**config.mk**
```make
export PLATFORM = sky130hd
export DESIGN_NAME = irq_arbiter
export DESIGN_NICKNAME = d
export VERILOG_FILES = /design/src/rtl/irq_arbiter.sv
export SDC_FILE = /design/constraint.sdc
export NUM_CORES = 1
export LEC_CHECK = 0
export ABC_AREA = 1
export CORE_MARGIN = 2
export CORE_UTILIZATION = 37
export DETAILED_ROUTE_END_ITERATION = 8
export PLACE_DENSITY = 0.86
export SYNTH_ARGS = -nofsm -noshare
export SYNTH_HDL_FRONTEND = slang
export SYNTH_SLANG_ARGS = --single-unit
```
**constraint.sdc**
```tcl
create_clock -name clk -period 1.75 [get_ports clk]
set_clock_uncertainty 0.15 [all_clocks]
set_input_delay 0.2625 -clock clk [delete_from_list [all_inputs] [get_ports clk]]
set_output_delay 0.2625 -clock clk [all_outputs]
set_load 0.005 [all_outputs]
```
**src/rtl/irq_arbiter.sv**
```systemverilog
// ============================================================================
// irq_arbiter : masked fixed-priority interrupt aggregator with claim/EOI regs
// Revision    : 1.0
// ============================================================================
`default_nettype none

module irq_arbiter #(
  parameter int N_SRC = 6
) (
  input  logic             clk,
  input  logic             reset,
  input  logic [N_SRC-1:0] irq_in,
  input  logic [29:0]      Addr,
  input  logic             WE,
  input  logic             RE,
  input  logic [31:0]      Din,
  output logic [31:0]      Dout,
  output logic             int_req
);

  localparam logic [1:0] S_IDLE    = 2'd0;
  localparam logic [1:0] S_REQ     = 2'd1;
  localparam logic [1:0] S_SERVICE = 2'd2;

  localparam logic [1:0] A_MASK    = 2'd0;
  localparam logic [1:0] A_MODE    = 2'd1;
  localparam logic [1:0] A_PENDING = 2'd2;
  localparam logic [1:0] A_CLAIM   = 2'd3;

  localparam int PAD = 32 - N_SRC;

  logic [N_SRC-1:0] mask_q, mask_d;
  logic [N_SRC-1:0] mode_q, mode_d;
  logic [N_SRC-1:0] pending_q, pending_d;
  logic [N_SRC-1:0] prev_q;
  logic [4:0]       isr_id_q, isr_id_d;
  logic [1:0]       state_q, state_d;

  logic [1:0]       sel;
  logic [N_SRC-1:0] active;
  logic [N_SRC-1:0] w1c;
  logic [N_SRC-1:0] claim_clr;
  logic [4:0]       winner;
  logic             claim_fire;
  logic             eoi_match;
  logic             unused_bits;

  assign sel         = Addr[1:0];
  assign active      = pending_q & mask_q;
  assign w1c         = (WE && sel == A_PENDING) ? Din[N_SRC-1:0] : '0;
  // A simultaneous write wins over the claim side effect.
  assign claim_fire  = RE && !WE && (sel == A_CLAIM) && (state_q == S_REQ) && (|active);
  assign eoi_match   = WE && (sel == A_CLAIM) && (Din[4:0] == isr_id_q);
  assign unused_bits = ^{Addr[29:2], Din[31:N_SRC]};

  always_comb begin
    winner    = '0;
    claim_clr = '0;
    for (int i = N_SRC - 1; i >= 0; i--) begin
      if (active[i]) winner = 5'(i);
    end
    for (int i = 0; i < N_SRC; i++) begin
      claim_clr[i] = claim_fire && (winner == 5'(i));
    end
  end

  // Edge sources: new rising edge overrides any clear in the same cycle.
  always_comb begin
    pending_d = pending_q;
    for (int i = 0; i < N_SRC; i++) begin
      if (mode_q[i])
        pending_d[i] = (pending_q[i] & ~w1c[i] & ~claim_clr[i]) | (irq_in[i] & ~prev_q[i]);
      else
        pending_d[i] = irq_in[i];
    end
  end

  always_comb begin
    mask_d   = (WE && sel == A_MASK) ? Din[N_SRC-1:0] : mask_q;
    mode_d   = (WE && sel == A_MODE) ? Din[N_SRC-1:0] : mode_q;
    isr_id_d = claim_fire ? winner : isr_id_q;
  end

  always_ff @(posedge clk or negedge reset) begin
    if (!reset) begin
      mask_q    <= '0;
      mode_q    <= '0;
      pending_q <= '0;
      prev_q    <= '0;
      isr_id_q  <= '0;
    end else begin
      mask_q    <= mask_d;
      mode_q    <= mode_d;
      pending_q <= pending_d;
      prev_q    <= irq_in;
      isr_id_q  <= isr_id_d;
    end
  end

  always_ff @(posedge clk or negedge reset) begin
    if (!reset) state_q <= S_IDLE;
    else        state_q <= state_d;
  end

  always_comb begin
    state_d = state_q;
    case (state_q)
      S_IDLE:    if (|active) state_d = S_REQ;
      S_REQ: begin
        if (claim_fire)    state_d = S_SERVICE;
        else if (~|active) state_d = S_IDLE;
      end
      S_SERVICE: if (eoi_match) state_d = S_IDLE;
      default:   state_d = S_IDLE;
    endcase
  end

  always_comb begin
    int_req = (state_q == S_REQ);
  end

  always_comb begin
    Dout = '0;
    case (sel)
      A_MASK:    Dout = {{PAD{1'b0}}, mask_q};
      A_MODE:    Dout = {{PAD{1'b0}}, mode_q};
      A_PENDING: Dout = {{PAD{1'b0}}, pending_q};
      A_CLAIM:   Dout = claim_fire ? {1'b1, 26'b0, winner} : {1'b0, 26'b0, isr_id_q};
      default:   Dout = '0;
    endcase
  end

endmodule

`default_nettype wire

```
==> flow_summary.yaml, run 1 <==
die:
  die_height_um: 72.1
  core-area_mm2: 0.00441
  start_util_pct: 38.9
  die_w_um: 72.1
  dieArea_mm2: 0.00520
  num_rows: 24
  num_io_pins: 105
place:
  dpl.cell_count: 324
  portBuffers: 25
  gp_congestion: 0.903
  hpwl_mm: 3.13
outcome:
  violations: "negative setup slack"
  run_status: "finished, violations left"
global_route:
  grt_pass1_vias: 1593
  grt_use_total_pct: 17.9
  antenna_found_initial: 0
  grt.overflow.total: 0
  grt_max_degree: 30
  grt_pass1_wl_mm: 7.00
drt:
  met2_wirelength_mm: 2.20
  met1_length_mm: 1.84
  drc: 0
  drt_iter0_drc: 137
  dr.pass1.iters: 4
  drt_wl_total_mm: 4.38
  num_vias: 1603
  top_layer: "met4"
  wire_per_inst_um: 12.8
  ant_nets: 0
  routed_via_density: 4.69
  wl_met3_um: 249
setup_path:
  reg2regPathDepth: 9
  r2r-start: "state_q[0]"
  r2r_end: "pending_q[5]"
  r2r_setup_slack_ns: 0.09
  required_ns: 1.34
  worst_setup_path_end_kind: "primary output"
  setup.worst_path.start_class: "register"
  cp.arrival_ns: 1.58
  cp_max_fo: 4
  crit_type: "reg -> out"
timing:
  finalHoldViolCount: 0
  maxSlewViolCount: 0
  rsz0062_at_grt: "yes"
  worst_slack_ns: -0.245
  tns_ns: -0.787
  fmax_mhz: 501
  layout_worst_path_cycle_share_pct: 114
  final.min_clock_period_ns: 2.00
  setup_viol: 4
cts:
  ctsLongestPathBuffers: 2
  clockRootBuffer: "clkbuf_8"
  clk_pin_slew_ns: 0.06
  cts_max_level: 2
  cts-buffers-inserted: 5
  cts_tree: "built"
  worstSkewPairLatency_ns: 0.28
  holdBufCountCts: 0
  cts_sinks: 29
yosys:
  ys_ff_latch: 29
  synth_cells: 208
  ys_top_cells_by_area: "dfrtp_1 42%, nand2_1 13%, buf_4 11%"
  synth_top_area_cell: "dfrtp_1"
  avgSynthCellArea_um2: 8.25
  ys_seq_area_share_pct: 42.3
  yosys_warnings: 0
  synth_area_mm2: 0.00172
  ys_types: 30
  synth_top_area_share_pct: 42.3
power:
  seqPwrFrac_pct: 39.2
  p_clk_share_pct: 24.4
  p_comb_share_pct: 36.4
  p_sw_uw: 727
  switching_share_pct: 32.6
  max-vdd-ir-drop_mv: 0.357
  power_mw: 2.23
  cellPowerDensity_mw_per_mm2: 899
  leakagePower_nw: 1.26
  p_int_mw: 1.50
cells_and_area:
  syn_to_final_growth_pct: 44.3
  layout-drive-gt1-share_pct: 38.3
  fin_cells: 342
  final_common_cell: "nand2_1"
  diodes: 0
  final_nets: 362
  final_cell_mix: "55 x nand2_1, 48 x buf_4, 29 x dfrtp_1"
hold_path:
  hold_class: "in -> async"
flow_run:
  cap_violations: 0
power by group through the flow:
stage               sequential, mW  clock [mW]  combinational [mW]
finish                       0.872       0.544               0.810
global route                 0.882       0.587               0.888
CTS                          0.868       0.557               0.754
detailed placement           0.872           0               0.734
global placement             0.868           0               0.719
floorplan                    0.864           0               0.402
cell usage after synthesis:
cell,instances
nand2_1,61
buf_4,25
o211ai_1,6
a221oi_1,1
clkinv_4,1
o22ai_1,1
nand3_1,6
a211oi_1,1
buf_2,1
nand4_1,4
dfrtp_1,29
a21oi_2,1
nand2_2,6
inv_2,1
o21ai_0,2
nor2_1,8
clkinv_2,1
o21ai_2,12
nor2_2,3
o21ai_1,5
nand2_4,2
a21oi_1,2
nor2_4,2
buf_6,1
nor3_1,3
nand3_2,3
inv_1,17
conb_1,1
xnor2_1,1
and2_1,1
stage by stage:
step	setup WS [ns]	utilization, %	area, um2	hold slack, ns
finish	-0.245	56.1	2480	0.212
CTS	-0.282	54.9	2420	0.223
floorplan	0.181	-	1810	-0.183
global placement	-0.602	50.6	2230	0.333
global route	-0.325	56.1	2480	0.246
detailed placement	-0.636	50.6	2230	0.337
sequential cells by signal, summed over array words and instances (netlist names):
register and count:
mask_q 6, pending_q 6, isr_id_q 3, state_q 2
prev_q 6, mode_q 6
worst max-delay path by stage:
stage            startpoint      end  slack [ns]
2_1_floorplan  pending_q[2]  Dout[0]        0.18
6_report       pending_q[0]  Dout[2]       -0.25
4_1_cts           mask_q[0]  Dout[0]       -0.28
5_1_grt        pending_q[0]  Dout[2]       -0.32
3_3_place_gp             RE  Dout[0]       -0.60
3_5_place_dp             RE  Dout[0]       -0.64
timing repair:
item,4_1_cts,5_1_grt
resized for setup,46,11
setup buffers,8,3
endpoints found under the hold margin,0,0
setup endpoints to repair,8,7
cloned,0,0
pin swaps,9,6
cell families after synthesis:
family / count (synthesis) / synth area share, %
DFF: 29 / 42.3
buffers and inverters: 47 / 16.6
and+or+nand+nor: 99 / 27.2
other: 1 / 0.218
AOI/OAI and AO/OA: 31 / 13.2
xor gates and xnor gates: 1 / 0.510
layout make-up:
| class | instances | area (um2) |
|---|---|---|
| tap | 52 | 65.1 |
| multi-input combinational | 156 | 867 |
| fill | 377 | 1940 |
| sequential | 29 | 726 |
| timing repair buffer | 78 | 648 |
| inverter | 20 | 85.1 |
| clock buffer | 7 | 86.3 |
layer usage:
metal | track usage (%) | vias up
met5 | 0 | -
met4 | 8.81 | 0
met3 | 4.31 | 11
met2 | 30.7 | 69
met1 | 21.0 | 743
li1 | - | 780
critical path, stage by stage (launching register included):
cell     delay [ns]
dfrtp_1        0.39
nand2_2        0.12
nand2_4        0.08
nor2_4         0.12
nand2_4        0.09
nand2_8        0.08
buf_6          0.10
nand2_2        0.04
nand3_2        0.05
nand4_1        0.09
buf_2          0.14
Power figures use the tool's default switching activity.
==> run 2: changes to the inputs <==
CORE_UTILIZATION = 28   (was 37)
PLACE_DENSITY = 0.69   (was 0.86)
==> run 2 against run 1 <==
The run still ends with negative setup slack left. Count of clock-buffer cells in the layout increased by 1. Global-route usage shrank 3.5 points. Power up 3.9%. Sequential share of layout area fell by 1.7 points. Combinational power up 14%. Critical path type is now in -> out. Critical endpoint is now Dout[0]. Highest routed layer unchanged.
==> flow_summary.yaml, run 2 (synthesis gave the netlist of run 1 again) <==
die:
  core-area_mm2: 0.00592
  start_util_pct: 29.0
  dieArea_mm2: 0.00677
  num_rows: 28
  die_w_um: 82.3
  num_io_pins: 105
  die_height_um: 82.3
setup_path:
  cp_max_fo: 5
  required_ns: 1.34
  worst_setup_path_end_kind: "primary output"
  cp.arrival_ns: 1.58
  crit_type: "in -> out"
  setup.worst_path.start_class: "input pin"
timing:
  final.min_clock_period_ns: 1.99
  rsz0062_at_grt: "yes"
  finalHoldViolCount: 0
  fmax_mhz: 501
  layout_worst_path_cycle_share_pct: 114
  worst_slack_ns: -0.245
  setup_viol: 4
  holdWs_ns: 0.220
  maxSlewViolCount: 0
  tns_ns: -0.764
power:
  cellPowerDensity_mw_per_mm2: 881
  max-vdd-ir-drop_mv: 0.432
  seqPwrFrac_pct: 37.7
  p_sw_uw: 780
  switching_share_pct: 33.7
  p_int_mw: 1.53
  power_mw: 2.31
  leakagePower_nw: 1.31
  p_comb_share_pct: 39.7
  p_clk_share_pct: 22.5
cts:
  clockRootBuffer: "clkbuf_8"
  cts_max_level: 2
  worstSkewPairLatency_ns: 0.28
  holdBufCountCts: 0
  clk_pin_slew_ns: 0.06
  cts-buffers-inserted: 5
  ctsLongestPathBuffers: 2
  cts_sinks: 29
  cts_tree: "built"
cells_and_area:
  fin_cells: 371
  final_common_cell: "nand2_1"
  fill_cells: 563
  diodes: 0
  utilization_pct: 44.4
  layout-drive-gt1-share_pct: 41.6
  final_nets: 367
  syn_to_final_growth_pct: 53.0
  final_cell_mix: "53 x nand2_1, 46 x buf_4, 29 x dfrtp_1"
  design_area_mm2: 0.00263
drt:
  wire_per_inst_um: 12.2
  ant_nets: 0
  dr.pass1.iters: 4
  num_vias: 1631
  drt_wl_total_mm: 4.52
  drt_iter0_drc: 152
  routed_via_density: 4.40
  drc: 0
hold_path:
  hold_class: "in -> async"
flow_run:
  cap_violations: 0
place:
  place_area_mm2: 0.00227
  hpwl_mm: 3.30
  post-place-ws_ns: -0.673
  dpl.cell_count: 347
  gp_congestion: 0.853
  portBuffers: 25
global_route:
  grt_pass1_vias: 1581
  grt.overflow.total: 0
  antenna_found_initial: 0
  grt_pass1_wl_mm: 7.24
  grt_max_degree: 30
  grt_use_total_pct: 14.4
outcome:
  violations: "negative setup slack"
  run_status: "finished, violations left"
==> run 2: cell type report <==
type                       count  area, um2  area share (%)
inverter                      20       85.1            3.24
timing repair buffer          83        712            27.1
tap                           75       93.8            3.57
clock buffer                   8       80.1            3.05
sequential                    29        726            27.6
multi-input combinational    156        930            35.4
==> run 2: path summary, 6_finish.rpt <==
| kind | startpoint | endpoint | slack (ns) | cells after the start |
|---|---|---|---|---|
| setup reg to reg | pending_q[0] | pending_q[5] | 0.01 | 11 |
| min in group clk | irq_in[5] | prev_q[5] | 0.30 | 1 |
| hold / removal | reset | isr_id_q[2] | 0.22 | 2 |
| max in group asynchronous | reset | pending_q[4] | 0.94 | 2 |
| setup / recovery | WE | Dout[0] | -0.24 | 9 |
| hold reg to reg | prev_q[4] | pending_q[4] | 0.35 | 3 |
==> run 2: power groups by stage <==
stage	clock (mW)	combinational, mW	sequential (mW)
2_1_floorplan	0	0.402	0.864
3_5_place_dp	0	0.736	0.876
3_3_place_gp	0	0.725	0.869
4_1_cts	0.538	0.845	0.868
6_report	0.521	0.920	0.873
5_1_grt	0.573	1.02	0.886
==> run 2: what timing repair did <==
item	in CTS	in global routing
setup endpoints to repair	8	11
buffers inserted	14	6
cloned	0	0
resized for setup	49	32
pin swaps	10	18
endpoints found under the hold margin	0	0
==> run 2: worst max-delay path, stage by stage <==
cell	delay, ns
clkdlybuf4s50_1	0.47
nor2_4	0.13
nand3_2	0.11
inv_4	0.12
nand2_8	0.08
nand2_4	0.08
nand3_4	0.08
a21oi_2	0.12
buf_2	0.12
==> run 2: layer usage <==
| layer | track usage [%] | part of all wire (%) |
|---|---|---|
| met4 | 4.50 | 2.2 |
| met5 | 0 | 0 |
| met2 | 25.3 | 50 |
| met1 | 17.5 | 41 |
| met3 | 3.04 | 6.6 |
==> run 3: changes to the inputs <==
REMOVE_ABC_BUFFERS = 1   (was unset)
TNS_END_PERCENT = 1   (was unset)
==> run 3 against run 2 <==
The flow still finishes with violations (negative setup slack). Global-route usage increased by 0.32 points. Count of clock-buffer cells in the layout shrank 2. Maximum frequency down 2.4%. Setup slack got worse by 0.050 ns. Cell count fell by 0.54%. Critical path type is now reg -> out. Largest cell class unchanged. Largest power group unchanged.
==> flow_summary.yaml, run 3 (synthesis gave the netlist of run 1 again) <==
cts:
  clk_pin_slew_ns: 0.06
  worstSkewPairLatency_ns: 0.28
  cts_sinks: 29
  clockRootBuffer: "clkbuf_8"
  cts-buffers-inserted: 5
  cts_tree: "built"
  cts_max_level: 2
  ctsLongestPathBuffers: 2
flow_run:
  cap_violations: 0
global_route:
  grt.overflow.total: 0
  grt_pass1_vias: 1594
  grt_use_total_pct: 14.7
  grt_max_degree: 30
  antenna_found_initial: 0
  grt_pass1_wl_mm: 7.29
setup_path:
  crit_chain: "nand2_2, nand2_4, nor2_4, nand2_2, nand2_4, clkinv_4, nand2_4, nand3_2, a21oi_2, buf_2"
  reg2regPathDepth: 14
  setup.worst_path.start_class: "register"
  crit_top_cell: "nand2_4"
  crit_type: "reg -> out"
  cp_max_fo: 5
  cpPeakStageDelay_ns: 0.39
  worst_setup_path_end_kind: "primary output"
  cp_top_family: "simple AND/OR/NAND/NOR gates"
  crit_buf_inv: 2
  crit_slowest_cell: "dfrtp_1"
  cp.depth: 10
  cp.arrival_ns: 1.63
  required_ns: 1.34
timing:
  layout_worst_path_cycle_share_pct: 117
  maxSlewViolCount: 0
  worst_slack_ns: -0.295
  finalHoldViolCount: 0
  rsz0062_at_grt: "yes"
  tns_ns: -1.91
  fmax_mhz: 489
  setup_viol: 9
  final.min_clock_period_ns: 2.04
die:
  die_w_um: 82.3
  dieArea_mm2: 0.00677
  die_height_um: 82.3
  core-area_mm2: 0.00592
  num_rows: 28
  num_io_pins: 105
  start_util_pct: 29.0
hold_path:
  hold_class: "in -> async"
power:
  power_mw: 2.35
  cellPowerDensity_mw_per_mm2: 928
  max-vdd-ir-drop_mv: 0.331
  leakagePower_nw: 1.28
drt:
  drt_wl_total_mm: 4.74
  wire_per_inst_um: 12.8
  drc: 0
  drt_iter0_drc: 120
  ant_nets: 0
  num_vias: 1629
  routed_via_density: 4.41
  dr.pass1.iters: 4
cells_and_area:
  final_common_cell: "nand2_1"
  utilization_pct: 42.8
  final_cell_mix: "54 x nand2_1, 49 x buf_4, 29 x dfrtp_1"
  layout-drive-gt1-share_pct: 38.8
  diodes: 0
  final_nets: 365
  design_area_mm2: 0.00254
  syn_to_final_growth_pct: 47.7
outcome:
  violations: "negative setup slack"
  run_status: "finished, violations left"
place:
  hpwl_mm: 3.32
  place_area_mm2: 0.00225
  post-place-ws_ns: -0.749
  gp_congestion: 0.908
  portBuffers: 25
## run 3: cell types whose count changed in the layout (fill, tap and decap cells not counted), sizes merged
| cell | delta |
|---|---|
| clkbuf | -4 |
| clkdlybuf4s15 | +1 |
| inv | -1 |
| buf | -3 |
| clkinv | +3 |
| dlygate4sd2 | +1 |
| clkdlybuf4s50 | +1 |
## run 3: layout make-up
type | instances | area, um2
sequential | 29 | 726
inverter | 20 | 82.6
tap | 75 | 93.8
multi-input combinational | 156 | 870
clock inverter | 2 | 10.0
timing repair buffer | 81 | 682
clock buffer | 6 | 72.6
fill | 599 | 3380
## run 3: repair_timing
item,4_1_cts,5_1_grt
resized for setup,34,21
setup buffers,11,4
pin swaps,11,10
endpoints found under the setup margin,9,11
hold buffers,0,0
## run 3: worst register-to-register path, delay by kind of cell (launching register included)
family / cells / cell delay (ns)
buffers and inverters: 8 / 0.74
DFF: 1 / 0.39
and+or+nand+nor: 5 / 0.47
AOI/OAI and AO/OA: 1 / 0.07
## run 3: worst paths after layout
kind                           start           end  slack, ns
min in group clk           irq_in[2]     prev_q[2]       0.31
max reg2reg                mask_q[0]  pending_q[4]      -0.21
max in group asynchronous      reset    state_q[1]       0.97
min reg2reg                prev_q[2]  pending_q[2]       0.35
max                        mask_q[0]       Dout[0]      -0.29
min                            reset     mode_q[3]       0.20
## run 3: power breakdown
group          switching, mW  internal [mW]  total [mW]
Clock                  0.255          0.275       0.530
Combinational          0.447          0.505       0.953
Sequential            0.0853          0.785       0.870
## run 3: per-layer routing
| layer | vias up | part of all wire (%) | GRT usage, % |
|---|---|---|---|
| met3 | 9 | 5.3 | 3.91 |
| li1 | 788 | - | - |
| met2 | 56 | 51 | 25.0 |
| met4 | 0 | 2.1 | 6.50 |
| met1 | 776 | 41 | 17.4 |
| met5 | - | 0 | 0 |
## run 3: through the flow
step                      std cells  hold WS [ns]
final                           369         0.204
after global routing            369         0.246
after CTS                       365         0.226
after detailed placement        346         0.338
after global placement          346         0.338
after floorplan                 205        -0.183
